<file path="config.mk">
export PLATFORM = sky130hd
export DESIGN_NAME = instr_encoder_loader
export DESIGN_NICKNAME = d
export VERILOG_FILES = /design/src/rtl/instr_encoder_loader_pkg.sv /design/src/rtl/instr_field_encoder.sv /design/src/rtl/instr_encoder_loader.sv
export SDC_FILE = /design/constraint.sdc
export NUM_CORES = 1
export LEC_CHECK = 0
export BUFFER_PORTS_ARGS = -buffer_cell sky130_fd_sc_hd__buf_4
export CORE_MARGIN = 1.5
export CORE_UTILIZATION = 55
export CTS_CLUSTER_SIZE = 24
export DETAILED_ROUTE_END_ITERATION = 12
export HOLD_SLACK_MARGIN = 0.1
export PLACE_DENSITY = 0.85
export SYNTH_ARGS = -nofsm -noshare
export SYNTH_HDL_FRONTEND = slang
export SYNTH_SLANG_ARGS = --single-unit
</file>
<file path="constraint.sdc">
create_clock -name clk -period 3 [get_ports clk]
set_input_delay 0.3 -clock clk [delete_from_list [all_inputs] [get_ports clk]]
set_output_delay 0.3 -clock clk [all_outputs]
set_load 0.1 [all_outputs]
</file>
<file path="src/rtl/instr_encoder_loader_pkg.sv">
// Shared definitions for the RV32I program loader: base opcodes, request
// classes and loader FSM states.
package instr_encoder_loader_pkg;

   localparam logic [6:0] OPC_LOAD   = 7'b0000011;
   localparam logic [6:0] OPC_STORE  = 7'b0100011;
   localparam logic [6:0] OPC_ALUI   = 7'b0010011;
   localparam logic [6:0] OPC_ALU    = 7'b0110011;
   localparam logic [6:0] OPC_BRANCH = 7'b1100011;

   typedef enum logic [2:0] {
      REQ_LW   = 3'd0,
      REQ_SW   = 3'd1,
      REQ_ALUI = 3'd2,
      REQ_ALU  = 3'd3,
      REQ_BR   = 3'd4,
      REQ_END  = 3'd5
   } req_op_e;

   typedef enum logic [1:0] {
      ST_IDLE,
      ST_LOAD,
      ST_TERM,
      ST_DONE
   } state_e;

   // A 13-bit immediate fits a 12-bit I/S field only when bit 12 is a pure sign copy.
   function automatic logic imm12_fits(input logic [12:0] imm);
      return imm[12] == imm[11];
   endfunction

endpackage

</file>
<file path="src/rtl/instr_field_encoder.sv">
// Combinational mapping from a field-level request to an RV32I machine word,
// plus a flag for requests that are illegal or cannot be encoded exactly.
module instr_field_encoder
   import instr_encoder_loader_pkg::*;
(
   input  logic [2:0]  req_op,
   input  logic [4:0]  req_rd,
   input  logic [4:0]  req_rs1,
   input  logic [4:0]  req_rs2,
   input  logic [2:0]  req_funct3,
   input  logic        req_funct7b5,
   input  logic [12:0] req_imm,
   output logic [31:0] enc_word,
   output logic        enc_err,
   output logic        enc_wr,
   output logic        enc_end
);

   always_comb begin
      // NOTE: every output gets a default before the case so no path can infer a latch.
      enc_word = '0;
      enc_err  = 1'b0;
      enc_wr   = 1'b1;
      enc_end  = 1'b0;
      case (req_op)
         REQ_LW: begin
            enc_word = {req_imm[11:0], req_rs1, req_funct3, req_rd, OPC_LOAD};
            enc_err  = !imm12_fits(req_imm);
         end
         REQ_ALUI: begin
            enc_word = {req_imm[11:0], req_rs1, req_funct3, req_rd, OPC_ALUI};
            enc_err  = !imm12_fits(req_imm);
         end
         REQ_SW: begin
            enc_word = {req_imm[11:5], req_rs2, req_rs1, req_funct3, req_imm[4:0], OPC_STORE};
            enc_err  = !imm12_fits(req_imm);
         end
         REQ_ALU: begin
            enc_word = {1'b0, req_funct7b5, 5'b0, req_rs2, req_rs1, req_funct3, req_rd, OPC_ALU};
         end
         REQ_BR: begin
            // imm[0] has no slot in the B format; a set bit is reported, then dropped.
            enc_word = {req_imm[12], req_imm[10:5], req_rs2, req_rs1, req_funct3,
                        req_imm[4:1], req_imm[11], OPC_BRANCH};
            enc_err  = req_imm[0];
         end
         REQ_END: begin
            enc_end = 1'b1;
         end
         default: begin
            enc_wr  = 1'b0;
            enc_err = 1'b1;
         end
      endcase
   end

endmodule

</file>
<file path="src/rtl/instr_encoder_loader.sv">
// Program loader: accepts encoded-instruction requests, writes one word per
// cycle into instruction memory and terminates the program with a zero word.
module instr_encoder_loader
   import instr_encoder_loader_pkg::*;
#(
   parameter int ADDR_W    = 8,
   parameter int DEPTH     = 256,
   parameter int BASE_ADDR = 0
) (
   input  logic              clk,
   input  logic              rst_n,
   input  logic              start,
   input  logic              req_valid,
   output logic              req_ready,
   input  logic [2:0]        req_op,
   input  logic [4:0]        req_rd,
   input  logic [4:0]        req_rs1,
   input  logic [4:0]        req_rs2,
   input  logic [2:0]        req_funct3,
   input  logic              req_funct7b5,
   input  logic [12:0]       req_imm,
   output logic              imem_we,
   output logic [ADDR_W-1:0] imem_addr,
   output logic [31:0]       imem_wdata,
   output logic              busy,
   output logic              done,
   output logic              err,
   output logic              core_hold,
   output logic [ADDR_W:0]   count
);

   localparam logic [ADDR_W-1:0] BASE      = ADDR_W'(BASE_ADDR);
   localparam logic [ADDR_W:0]   LAST_SLOT = (ADDR_W + 1)'(BASE_ADDR + DEPTH - 1);

   state_e              state_q, state_d;
   logic [ADDR_W-1:0]   ptr_q, ptr_d;
   logic [ADDR_W:0]     count_q, count_d;
   logic                wr_pending_q, wr_pending_d;
   logic [31:0]         wr_word_q, wr_word_d;
   logic                err_q, err_d;

   logic [31:0]         enc_word;
   logic                enc_err, enc_wr, enc_end;
   logic [ADDR_W:0]     claimed;
   logic                slots_full;

   instr_field_encoder u_encoder (
      .req_op       (req_op),
      .req_rd       (req_rd),
      .req_rs1      (req_rs1),
      .req_rs2      (req_rs2),
      .req_funct3   (req_funct3),
      .req_funct7b5 (req_funct7b5),
      .req_imm      (req_imm),
      .enc_word     (enc_word),
      .enc_err      (enc_err),
      .enc_wr       (enc_wr),
      .enc_end      (enc_end)
   );

   // A registered word already owns the slot at ptr_q, so it counts toward fullness.
   assign claimed    = {1'b0, ptr_q} + {{ADDR_W{1'b0}}, wr_pending_q};
   assign slots_full = claimed >= LAST_SLOT;

   always_comb begin
      state_d      = state_q;
      ptr_d        = ptr_q;
      count_d      = count_q;
      wr_pending_d = 1'b0;
      wr_word_d    = wr_word_q;
      err_d        = err_q;
      req_ready    = 1'b0;

      if (wr_pending_q) begin
         ptr_d   = ptr_q + 1'b1;
         count_d = count_q + 1'b1;
      end

      case (state_q)
         ST_IDLE: begin
            if (start) begin
               state_d = ST_LOAD;
               ptr_d   = BASE;
               count_d = '0;
               err_d   = 1'b0;
            end
         end
         ST_LOAD: begin
            req_ready = !slots_full;
            if (slots_full) begin
               state_d = ST_TERM;
            end else if (req_valid) begin
               wr_pending_d = enc_wr;
               if (enc_wr) wr_word_d = enc_end ? 32'h0 : enc_word;
               if (enc_err) err_d = 1'b1;
               if (enc_end) state_d = ST_DONE;
            end
         end
         ST_TERM: begin
            // Only the last slot is left; close the program there and flag the overflow.
            wr_pending_d = 1'b1;
            wr_word_d    = 32'h0;
            err_d        = 1'b1;
            state_d      = ST_DONE;
         end
         ST_DONE: begin
            if (start && !wr_pending_q) begin
               state_d = ST_LOAD;
               ptr_d   = BASE;
               count_d = '0;
               err_d   = 1'b0;
            end
         end
         default: state_d = ST_IDLE;
      endcase
   end

   always_ff @(posedge clk or negedge rst_n) begin
      if (!rst_n) begin
         state_q      <= ST_IDLE;
         ptr_q        <= BASE;
         count_q      <= '0;
         wr_pending_q <= 1'b0;
         wr_word_q    <= '0;
         err_q        <= 1'b0;
      end else begin
         // NOTE: state updates use non-blocking assignments so every flop samples pre-edge values.
         state_q      <= state_d;
         ptr_q        <= ptr_d;
         count_q      <= count_d;
         wr_pending_q <= wr_pending_d;
         wr_word_q    <= wr_word_d;
         err_q        <= err_d;
      end
   end

   assign imem_we    = wr_pending_q;
   assign imem_addr  = wr_pending_q ? ptr_q : '0;
   assign imem_wdata = wr_pending_q ? wr_word_q : '0;
   assign busy       = (state_q == ST_LOAD) || (state_q == ST_TERM) || wr_pending_q;
   assign core_hold  = busy;
   assign done       = (state_q == ST_DONE) && !wr_pending_q;
   assign err        = err_q;
   assign count      = count_q;

endmodule

</file>
After elaboration in Yosys (flattened, before gate mapping)
Index checks and enable logic that the tools add are counted.
{"block": "totals", "regBits": 53, "inputBits": 39, "out_inout_bits": 55, "word_cells": 78}
{"block": "classes", "addsub": 3, "magnitude_cmp": 1, "eq_ne": 17, "n_mux": 35, "n_reduce_logical": 16}
{"operator": "two-way mux 32 bit", "n": 5}
{"operator": "case mux 32 bit (5 select lines)", "n": 1}
{"operator": "case mux 32 bit (2 select lines)", "n": 1}
{"operator": "two-way mux 8 bit", "n": 4}
{"operator": "two-way mux 9 bit", "n": 3}
{"operator": "case mux 9 bit (2 select lines)", "n": 1}
{"operator": "case mux 8 bit (2 select lines)", "n": 1}
{"operator": "inequality test 2 bit, second input constant", "n": 6}
{"operator": "two-way mux 1 bit", "n": 10}
{"operator": "two-way mux 2 bit", "n": 5}
{"operator": "adder 8 x 1 -> 9 bit", "n": 1}
{"operator": "adder 9 x 1 -> 9 bit, second input constant", "n": 1}
{"operator": "greater-or-equal comparator 9 x 8 -> 1 bit, second input constant", "n": 1}
{"operator": "adder 8 x 1 -> 8 bit, second input constant", "n": 1}
{"operator": "case mux 2 bit (4 select lines)", "n": 1}
{"operator": "AND reduction 4 bit", "n": 2}
{"operator": "equality test 3 x 2 -> 1 bit, second input constant", "n": 2}
{"operator": "equality test 3 bit, second input constant", "n": 2}
{"operator": "inequality test 3 bit, second input constant", "n": 2}
{"operator": "OR reduction 6 bit", "n": 1}
{"operator": "AND reduction 5 bit", "n": 1}
{"operator": "equality test 2 bit, second input constant", "n": 2}
{"operator": "case mux 1 bit (4 select lines)", "n": 1}
{"operator": "equality test 3 x 1 -> 1 bit, second input constant", "n": 1}
{"operator": "12 further kinds", "n": 16}

Logic depth before layout (Yosys ltp)
{"block": "depth", "word_depth": 7, "ltp_mapped": 9, "mapped_depth_nobuf": 7}

Cells and area by module
A second synthesis with hierarchy kept.
{"block": "unflattened", "cells_unflattened": 297, "area_unflattened_um2": 3076.7}
{"module": "instr_encoder_loader", "instances": 1, "cells_per_inst": 231, "area_per_inst_um2": 2605.0, "seq_area_each_um2": 1326.3}
{"module": "instr_field_encoder", "instances": 1, "cells_per_inst": 66, "area_per_inst_um2": 471.7, "seq_area_each_um2": 0.0}

Least setup slack after synthesis
OpenSTA, ideal clock, no wires.
{"block": "synth_timing", "path_kind": "reg2reg", "startpoint": "reg wr_pending_q (netlist: imem_we)", "endpoint": "reg wr_word_q[10]", "setup_time_ps": 135, "arrival_ps": 3585, "required_ps": 2865, "setup_slack_ps": -720, "stages_incl_launch_ff": 10, "path_buffers": 2, "synth_period_minus_slack_ps": 3720, "path_cell_list": "dfrtp_1 ha_1 xnor2_1 nor2_1 a31oi_4 o211ai_2 buf_6 buf_6 nand3_1 o31ai_1"}
{"block": "synth_via", "elab_chain_len": 4}
{"element": "from (decl)", "line": "instr_encoder_loader.sv:38", "text": "logic wr_pending_q, wr_pending_d;"}
{"element": "from (signal assigned)", "line": "instr_encoder_loader.sv:131", "text": "wr_pending_q <= wr_pending_d;"}
{"element": "adder 8 x 1 -> 9 bit", "line": "instr_encoder_loader.sv:62", "text": "assign claimed = {1'b0, ptr_q} + {{ADDR_W{1'b0}}, wr_pending_q};"}
{"element": "greater-or-equal comparator 9 x 8 -> 1 bit", "line": "instr_encoder_loader.sv:63", "text": "assign slots_full = claimed >= LAST_SLOT;"}
{"element": "inequality test 2 bit (no line)"}
{"element": "AND reduction 4 bit (no line)"}
{"element": "to (signal assigned)", "line": "instr_encoder_loader.sv:132", "text": "wr_word_q <= wr_word_d;"}
{"element": "to (decl)", "line": "instr_encoder_loader.sv:39", "text": "logic [31:0] wr_word_q, wr_word_d;"}
Every way passes these cells.
A chain may end at the register's enable or synchronous reset.

Worst setup path in the final report
{"block": "layout_timing", "startpoint": "reg wr_pending_q (netlist: imem_we)", "endpoint": "reg wr_word_q[9]"}
Same word-level chain as after synthesis.

==> reports/qor.yml <==
cp_max_fo: 36
drc: 0
die-area_sq_mm: 0.00582
fillers: 424
grt_pass1_wl_um: 11500
vias: 2609
skew_ns: 0.00647
synth_edf_count: 0
synthArstFlopShare_pct: 100
final_common_cell: "buf_4"
crit_family: "compound AO/OA/AOI/OAI gates"
worst_pin_slew_ns: 1.09
initial_core_util_pct: 57.5
slowest_delay_ns: 0.49
grt_usage_pct: 24.6
hold_buffers: 1
fin_hold_ws_ns: 0.229
ys.flop_type: "dfrtp_1"
path_cells: "ha_1 -> nand2b_1 -> o31ai_4 -> a31oi_4 -> o211ai_4 -> buf_4 -> nand3_1 -> o31ai_1"
cts_sinks: 50
antenna_found_initial: 0
clk_latency_ns: 0.30
num_antenna_cells: 0
ys_seq_area_share_pct: 42.4
die_h_um: 76.3
crit_path_start_kind: "flip-flop"
period_minus_slack_ns: 2.45
setup_viol: 0
cts_tree: "done"
critPathKind: "reg2reg"
synth_cell_types: 44
drtIter0Drc: 185
dp_hpwl_um: 5090
slew_headroom_pct: 26.8
wl_per_cell_um: 14.6
syn_area_per_cell_sq_um: 8.95
synth-seq-cells: 50
grtUsageMet3_pct: 4.91
ant_nets: 0
core_sq_mm: 0.00514
finalHoldViolations: 0
synth_warnings: 0
grtUsageMet1_pct: 31.7
cts_setup_buffers: 0
place.gp.congestion: 0.854
cts.repair.resized: 0
grt_max_degree: 51
dp.cells: 469
synth_area_sq_mm: 0.00295
fin_crit_sh_pct: 81.6
rows: 26
power_density_mw_per_mm2: 881
finalWirelength_um: 6970
busiest_layer: "met2"
routed_via_density: 5.46
tns_ns: 0
rsz0062_at_grt: "false"
cp.arrival_ns: 2.64
end_kind: "flip-flop"
port_buffers: 91
numCtsBuffers: 5
drtPass1Iterations: 5
status: "completed"
syn2layout_area_growth_pct: 26.9
min_path_type: "in2reg"
fp.dieW_um: 76.3
path_clk_slew_ns: 0.09
critPathBufInv: 1
final_nets: 454
drive_gt1_share_pct: 27.9
cp.required_ns: 3.20
syn_inst: 330
use_met2_pct: 42.5
final_cell_mix: "95 x buf_4, 49 x dfrtp_1, 37 x and2_1, 35 x nand3_1, 32 x nor2_1"
fin_cells: 478
ctsHtreeMaxLevel: 2
drv_slew: 0
fmax_mhz: 409
timing.max_cap.violations: 0
grt-ovfl-total: 0
first_global_vias: 2427
ir_drop_uv: 1420
clockBufferDepth: 2
root_buffer: "clkbuf_8"
io_pins: 94
cp_slowest_cell: "dfrtp_2"
p_leak_nw: 1.79
[worst reg2reg max path: stages (launching register included)]
cell and delay [ns]:
dfrtp_2 0.49, ha_1 0.26, nand2b_1 0.21, o31ai_4 0.32, a31oi_4 0.18, o211ai_4 0.39, buf_4 0.31, nand3_1 0.11
o31ai_1 0.09
[metrics by stage]
step | area, sq um | util, % | setup WS (ns) | total power [mW]
final | 3750 | 72.9 | 0.553 | 3.30
after global routing | 3750 | 72.9 | 0.366 | 3.50
after CTS | 3750 | 72.9 | 0.536 | 3.33
after detailed placement | 3630 | 70.6 | 0.553 | 2.85
after global placement | 3630 | 70.6 | 0.692 | 2.81
after floorplan | 2970 | - | 0.143 | 2.49
[final timing paths]
| check | from | to | slack, ns | cells past startpoint |
|---|---|---|---|---|
| worst min register to register | wr_word_q[18] | wr_word_q[18] | 0.50 | 2 |
| worst min-delay path | req_imm[8] | wr_word_q[28] | 0.23 | 3 |
| worst max-delay path | imem_we | wr_word_q[9] | 0.55 | 8 |
| worst max register to register | imem_we | wr_word_q[9] | 0.55 | 8 |
| min in group asynchronous | rst_n | ptr_q[1] | 0.55 | 2 |
| max in group asynchronous | rst_n | imem_we | 2.01 | 2 |
[registers in the layout, summed over array words and instances, names as in the netlist]
| signal | count |
|---|---|
| count | 9 |
| err | 1 |
| imem_we | 1 |
| ptr_q | 8 |
| state_q | 2 |
| wr_word_q | 29 |
[report_power, final]
part | internal (mW) | leakage (nW) | switching (mW)
clock | 0.249 | 0.0514 | 0.216
combinational | 0.464 | 1.07 | 1.34
sequential | 0.888 | 0.668 | 0.143
total | 1.60 | 1.79 | 1.70
[metal layers]
layer	wire [um]	up-vias
li1	-	1290
met3	351	8
met1	3010	1239
met5	0	-
met2	3530	72
met4	72	0
[cell type report]
class                           instances  area (sq um)  share of cell area [%]
Tap cell                               70          87.6                    2.34
Inverter                                6          22.5                   0.601
Clock inverter                          2          37.5                    1.00
Sequential cell                        50          1250                    33.4
Timing Repair Buffer                   96           723                    19.3
Multi-Input combinational cell        248          1550                    41.4
Clock buffer                            6          72.6                    1.94
[cell usage after synthesis, types with 2 or more instances]
master	instances	area [sq um]
inv_1	6	22.5
a21oi_1	13	65.1
o31ai_1	11	82.6
o21ai_1	12	60.1
nor2b_1	3	18.8
nand2_1	25	93.8
clkbuf_1	11	41.3
o21ai_0	12	60.1
dfrtp_1	50	1250
and2_1	37	231
nand4_1	5	31.3
nand3_1	35	175
mux2i_1	7	70.1
nand2b_1	2	12.5
buf_4	4	30.0
buf_1	3	11.3
buf_6	4	45.0
xor2_1	9	78.8
nand4b_1	2	17.5
buf_2	5	25.0
xnor2_1	7	61.3
ha_1	8	100
a22oi_1	6	45.0
or2_2	2	12.5
nor2_1	32	120
[cell families (layout without fill, tap and decap cells)]
family	count (synthesis)	count (layout)	synth area share, %
compound gates	66	66	15.2
xor+xnor	16	16	4.74
mux	8	8	2.75
buf+inv	33	110	5.93
flops	50	50	42.4
fa+ha+maj	8	8	3.39
simple gates	148	148	25.5
other cells	1	2	0.127
No activity file was read; power rests on OpenSTA's default activity.
